### src/rtl/pacemaker_dual_chamber_pkg.sv
`default_nettype none
// ============================================================================
// Module   : pacemaker_pkg
// Purpose  : Shared types and default interval constants for the
//            dual-chamber pacemaker controller.
// Contents : state_t         - controller state encoding (3 bits)
//            DEF_CNT_W       - default timer width
//            DEF_VA_CYCLES   - default ventricular-to-atrial escape interval
//            DEF_AV_CYCLES   - default atrial-to-ventricular escape interval
// Revision : 1.0 - initial release
// ============================================================================
package pacemaker_pkg;

    typedef enum logic [2:0] {
        RST_VA = 3'd0,
        WAIT_A = 3'd1,
        PACE_A = 3'd2,
        RST_AV = 3'd3,
        WAIT_V = 3'd4,
        PACE_V = 3'd5
    } state_t;

    localparam int DEF_CNT_W     = 16;
    localparam int DEF_VA_CYCLES = 40;
    localparam int DEF_AV_CYCLES = 20;

endpackage
`default_nettype wire

### src/rtl/pacemaker_dual_chamber_if.sv
`default_nettype none
// ============================================================================
// Module   : pacemaker_dual_chamber_if
// Purpose  : Sense/pace signal bundle between the sense front-end, the
//            pacemaker controller and the pace driver.
// Signals  : sa - atrial sense pulse        (front-end -> controller)
//            sv - ventricular sense pulse   (front-end -> controller)
//            pa - atrial pace pulse         (controller -> driver)
//            pv - ventricular pace pulse    (controller -> driver)
// Modports : master - drives senses, observes paces
//            slave  - the controller: consumes senses, drives paces
// Revision : 1.0 - initial release
// ============================================================================
interface pacemaker_dual_chamber_if;
    logic sa;
    logic sv;
    logic pa;
    logic pv;

    modport master (output sa, output sv, input pa, input pv);
    modport slave  (input sa, input sv, output pa, output pv);
endinterface
`default_nettype wire

### src/rtl/pacemaker_dual_chamber_timer.sv
`default_nettype none
// ============================================================================
// Module   : pace_timer
// Purpose  : Escape-interval down-counter. Loads an interval, counts down
//            while enabled and flags expiry when the count reaches 1.
//            The count never goes below 1 once loaded and never wraps.
// Ports    : clk      - system clock
//            rst      - asynchronous active-low reset (count cleared to 0)
//            load     - load load_val into the count
//            load_val - interval to load
//            dec      - decrement request (ignored when count <= 1)
//            expire   - high while count == 1
// Revision : 1.0 - initial release
// ============================================================================
module pace_timer #(
    parameter int CNT_W = 16
) (
    input  wire logic             clk,
    input  wire logic             rst,
    input  wire logic             load,
    input  wire logic [CNT_W-1:0] load_val,
    input  wire logic             dec,
    output logic                  expire
);

    localparam logic [CNT_W-1:0] C_ONE = CNT_W'(1);

    logic [CNT_W-1:0] r_count;

    always_ff @(posedge clk or negedge rst) begin
        if (!rst) begin
            r_count <= '0;
        end else if (load) begin
            r_count <= load_val;
        end else if (dec && (r_count > C_ONE)) begin
            r_count <= r_count - C_ONE;
        end
    end

    assign expire = (r_count == C_ONE);

endmodule
`default_nettype wire

### src/rtl/pacemaker_dual_chamber.sv
`default_nettype none
// ============================================================================
// Module   : pacemaker_dual_chamber
// Purpose  : Simplified DDD-style dual-chamber pacemaker controller.
//            Paces the atrium when no atrial sense arrives within
//            VA_CYCLES of a ventricular event, and paces the ventricle when
//            no ventricular sense follows within AV_CYCLES of an atrial event.
// Ports    : clk - system clock
//            rst - asynchronous active-low reset
//            bus - slave modport: sa/sv senses in, pa/pv one-cycle paces out
// Revision : 1.0 - initial release
// ============================================================================
module pacemaker_dual_chamber
    import pacemaker_pkg::*;
#(
    parameter int CNT_W     = DEF_CNT_W,
    parameter int VA_CYCLES = DEF_VA_CYCLES,
    parameter int AV_CYCLES = DEF_AV_CYCLES
) (
    input  wire logic                 clk,
    input  wire logic                 rst,
    pacemaker_dual_chamber_if.slave   bus
);

    localparam logic [CNT_W-1:0] C_VA = CNT_W'(VA_CYCLES);
    localparam logic [CNT_W-1:0] C_AV = CNT_W'(AV_CYCLES);

    state_t           r_state;
    logic             r_pa;
    logic             r_pv;
    logic             w_load;
    logic [CNT_W-1:0] w_load_val;
    logic             w_dec;
    logic             w_expire;

    // The timer is reloaded in each RST state and counts only while its
    // WAIT state has not seen the watched sense.
    assign w_load     = (r_state == RST_VA) || (r_state == RST_AV);
    assign w_load_val = (r_state == RST_AV) ? C_AV : C_VA;
    assign w_dec      = ((r_state == WAIT_A) && !bus.sa) ||
                        ((r_state == WAIT_V) && !bus.sv);

    pace_timer #(
        .CNT_W (CNT_W)
    ) u_timer (
        .clk      (clk),
        .rst      (rst),
        .load     (w_load),
        .load_val (w_load_val),
        .dec      (w_dec),
        .expire   (w_expire)
    );

    // Pace outputs are registered alongside the state: each is set on the
    // same edge that enters its PACE state, so they track the state exactly.
    always_ff @(posedge clk or negedge rst) begin
        if (!rst) begin
            r_state <= RST_VA;
            r_pa    <= 1'b0;
            r_pv    <= 1'b0;
        end else begin
            r_pa <= 1'b0;
            r_pv <= 1'b0;
            case (r_state)
                RST_VA: r_state <= WAIT_A;
                WAIT_A: begin
                    // Sense takes priority over a same-cycle timeout.
                    if (bus.sa) begin
                        r_state <= RST_AV;
                    end else if (w_expire) begin
                        r_state <= PACE_A;
                        r_pa    <= 1'b1;
                    end
                end
                PACE_A: r_state <= RST_AV;
                RST_AV: r_state <= WAIT_V;
                WAIT_V: begin
                    if (bus.sv) begin
                        r_state <= RST_VA;
                    end else if (w_expire) begin
                        r_state <= PACE_V;
                        r_pv    <= 1'b1;
                    end
                end
                PACE_V: r_state <= RST_VA;
                default: r_state <= RST_VA;
            endcase
        end
    end

    assign bus.pa = r_pa;
    assign bus.pv = r_pv;

endmodule
`default_nettype wire

### src/flat_wrapper.sv
// flat-port wrapper written by rule: the top's interface ports become plain ports
module pacemaker_dual_chamber_flat import pacemaker_pkg::*;
#(
    parameter int CNT_W     = DEF_CNT_W,
    parameter int VA_CYCLES = DEF_VA_CYCLES,
    parameter int AV_CYCLES = DEF_AV_CYCLES
)
  (clk, rst, bus_sa, bus_sv, bus_pa, bus_pv);
  pacemaker_dual_chamber_if bus_i ();
  input  wire logic clk;
  input  wire logic rst;
  input wire logic [$bits(bus_i.sa)-1:0] bus_sa;
  input wire logic [$bits(bus_i.sv)-1:0] bus_sv;
  output wire logic [$bits(bus_i.pa)-1:0] bus_pa;
  output wire logic [$bits(bus_i.pv)-1:0] bus_pv;
  assign bus_i.sa = bus_sa;
  assign bus_i.sv = bus_sv;
  assign bus_pa = bus_i.pa;
  assign bus_pv = bus_i.pv;
  pacemaker_dual_chamber #(.CNT_W(CNT_W), .VA_CYCLES(VA_CYCLES), .AV_CYCLES(AV_CYCLES)) u_core (.clk(clk), .rst(rst), .bus(bus_i));
endmodule
### config.mk
export PLATFORM = sky130hd
export DESIGN_NAME = pacemaker_dual_chamber_flat
export DESIGN_NICKNAME = d
export VERILOG_FILES = /design/src/rtl/pacemaker_dual_chamber_pkg.sv /design/src/rtl/pacemaker_dual_chamber_if.sv /design/src/rtl/pacemaker_dual_chamber_timer.sv /design/src/rtl/pacemaker_dual_chamber.sv /design/src/flat_wrapper.sv
export SDC_FILE = /design/constraint.sdc
export NUM_CORES = 1
export LEC_CHECK = 0
export ABC_CLOCK_PERIOD_IN_PS = 1970
export CORE_AREA = 10 10 68 76
export CTS_CLUSTER_SIZE = 30
export DETAILED_ROUTE_END_ITERATION = 10
export DIE_AREA = 0 0 78 86
export GPL_TIMING_DRIVEN = 0
export PLACE_DENSITY = 0.6
export SKIP_LAST_GASP = 1
export SYNTH_ARGS = -nofsm -noshare
export SYNTH_HDL_FRONTEND = slang
export SYNTH_SLANG_ARGS = --single-unit
### constraint.sdc
create_clock -name clk -period 1.97 [get_ports clk]
set_input_delay 0.394 -clock clk [delete_from_list [all_inputs] [get_ports clk]]
set_output_delay 0.394 -clock clk [all_outputs]
set_load 0.05 [all_outputs]
==> impl_metrics.toml <==
[outcome]
outcome = "finished with violations"
violations = "setup timing"

[power]
power.leakage_nw = 0.661
vdd_drop_max_mv = 0.431
p_clk_share_pct = 13.6
p_comb_share_pct = 54.4
seqPwrFrac_pct = 32.0
p_int_w = 0.00118
cellPowerDensity_mw_per_mm2 = 1260
p_sw_w = 0.000929
switching_share_pct = 44.1

[job]
max-cap-violations = 0

[synthesis]
synth-adder-area-share_pct = 2.01
yosysSeqAreaShare_pct = 42.2
yosys.area_share.simple_pct = 28.1
synthXorXnorAreaFrac_pct = 9.14
synthCells = 120
synthMuxAreaShare_pct = 1.61
synth_compound_area_share_pct = 13.9
synth_nets = 126
synth_edf_count = 0
syn-cell-area_mm2 = 0.00125
ys_warn_count = 0
synth_top_area_cell = "dfrtp_1"
yosys_register_bits = 21
synthArstFlopShare_pct = 100
synth_top_family_by_area = "simple AND/OR/NAND/NOR gates"
synth_top_cell_area_share_pct = 42.2
synth_area_leaders = "dfrtp_1 (42%), xnor2_1 (8.4%), nor2_1 (5.4%)"
ys_types = 41
synthFlopType = "dfrtp_1"
avgSynthCellArea_um2 = 10.4

[floorplanning]
coreArea_mm2 = 0.00360
rows = 23
start_util_pct = 34.6
die_x_um = 78
die_y_um = 86
ios = 6
die_area_mm2 = 0.00671

[worst_setup_path]
r2r_end = "u_core.u_timer.r_count[13]"
worstPathRequired_ns = 2.10
startpoint_type = "flip-flop"
crit_end = "u_core.u_timer.r_count[13]"
worstPathArrival_ns = 2.18
r2r_cells = 6
endpoint_kind = "flip-flop"
criticalPathCategory = "flip-flop to flip-flop"
critPathLaunch = "u_core.u_timer.r_count[7]"
cp_cell_sequence = "or4_4, or3_4, buf_4, nor4_4, xnor2_1, nor2_1"
r2r_start = "u_core.u_timer.r_count[7]"
slowest_delay_ns = 0.57
r2r_setup_slack_ns = -0.08
cp_max_fo = 6
cp_slowest_cell = "or4_4"

[timing]
relSlewSlack_pct = 35.4
tightestPinTransition_ns = 0.966
setup_viol = 4
fin_ws_ns = -0.0752
rsz0062_at_grt = "true"
period_minus_slack_ns = 2.05
hold_viol_final = 0
fin_hold_ws_ns = 0.495
drv_slew = 0
post-route-period-util_pct = 104
timing.fmax_mhz = 489
finClkSkew_ns = 0.00359

[global_routing]
grtUsageTotal_pct = 8.63
grt_pass1_wl_um = 4810
grt_overflow = 0
antenna_found_initial = 0
grt_pass1_vias = 997
grt_max_degree = 22

[clocking]
root_buffer = "clkbuf_8"
htreeDepth = 1
cts.sinks = 21
cts_buffers = 3
clkLatencyLatePin_ns = 0.26
clk_pin_slew_ns = 0.08
clock_path_buffers = 2
tritoncts = "done"

[finish]
diodes = 0
layout_commonest_cell = "dfrtp_1"
fin_nets = 152
mostFrequentLayoutCells = "dfrtp_1 (20), nor2_1 (18), buf_4 (17)"
utilization_pct = 46.6
drive_gt1_share_pct = 33.8
synthToLayoutAreaGrowth_pct = 34.5

[placed_design]
dp_hpwl_um = 1790
portBuffers = 5
gp_congestion = 0.873
post-place-ws_ns = -0.617

[detailed_routing]
wl_per_cell_um = 15.0
drc_errors = 0
drt_pass1_iterations = 4
vias = 1021
drtAntennaViolNets = 0
routed_wl_um = 2920
via_per_inst = 5.24
drt_iter0_drc = 94

[worst_hold_path]
min_path_type = "flip-flop to flip-flop"
metal layers:
metal  vias to the layer above  wire length, µm  global-route usage [%]
met5                         -                0                       0
met1                       502             1280                    10.6
met3                        12               71                   0.731
met4                         0              111                    5.55
li1                        483                -                       -
met2                        24             1450                    14.2
power groups by stage:
stage	registers, W	clock network (W)	logic, W
floorplan	0.000625	0	0.000655
finish	0.000675	0.000286	0.00115
global route	0.000693	0.000312	0.00125
global placement	0.000645	0	0.000804
CTS	0.000659	0.000295	0.000957
detailed placement	0.000648	0	0.000822
worst min-delay path by stage:
stage / cells past startpoint / slack (ns) / end / from
2_1_floorplan: 0 / 0.1 / u_core.bus.pa / rst
3_3_place_gp: 1 / 0.47 / u_core.u_timer.r_count[7] / u_core.u_timer.r_count[7]
3_5_place_dp: 1 / 0.50 / u_core.u_timer.r_count[7] / u_core.u_timer.r_count[7]
4_1_cts: 1 / 0.51 / u_core.u_timer.r_count[7] / u_core.u_timer.r_count[7]
5_1_grt: 1 / 0.53 / u_core.u_timer.r_count[7] / u_core.u_timer.r_count[7]
6_report: 1 / 0.49 / u_core.u_timer.r_count[7] / u_core.u_timer.r_count[7]
synth_stat cells, drive strengths merged, types with 3 or more instances:
cell type,instances
nand2,4
nor3,5
nor4,6
dfrtp,21
a21oi,3
nor2b,3
inv,4
o21ai,4
xnor2,12
nor2,18
nor4b,3
a211oi,4
through the flow:
| stage | cells | area, µm² | TNS [ns] | power, W |
|---|---|---|---|---|
| after floorplan | 120 | 1250 | -0.109 | 0.00128 |
| after global placement | 175 | 1360 | -4.82 | 0.00145 |
| after detailed placement | 175 | 1360 | -5.27 | 0.00147 |
| after CTS | 188 | 1530 | -0.520 | 0.00191 |
| after global routing | 195 | 1680 | -0.809 | 0.00226 |
| final | 195 | 1680 | -0.195 | 0.00211 |
kinds of logic (layout without fill, tap and decap cells):
family,count (synthesis),after routing
XOR/XNOR,13,13
flip-flops,21,21
buffers and inverters,8,33
multiplexers,2,2
AND/OR/NAND/NOR,51,51
AO/OA/AOI/OAI,23,23
adder cells (fa/ha/maj),2,2
state kept, by name (all words and copies together) (netlist names):
name	cells
u_core.bus.pa	1
u_core.bus.pv	1
u_core.u_timer.r_count	16
u_core.r_state	3
worst max-delay path, delay by kind of cell (launching register included):
family / cells / cell delay [ns]
and+or+nand+nor: 4 / 1.20
DFF: 1 / 0.40
buffers and inverters: 1 / 0.17
xor gates and xnor gates: 1 / 0.15
area by class of cell:
class / count / area, µm²
fillers: 323 / 1920
multi-input cells: 91 / 821
flip-flops and latches: 21 / 527
repair buffers: 23 / 195
well taps: 50 / 62.6
clock buffers: 4 / 45.0
inverters: 4 / 15.0
plain buffers: 2 / 11.3
repair_timing:
item / in CTS / in global routing
hold buffers: 0 / 0
resized for setup: 9 / 19
setup buffers: 10 / 9
setup endpoints to repair: 14 / 20
pin swaps: 11 / 14
Power figures use the tool's default switching activity.
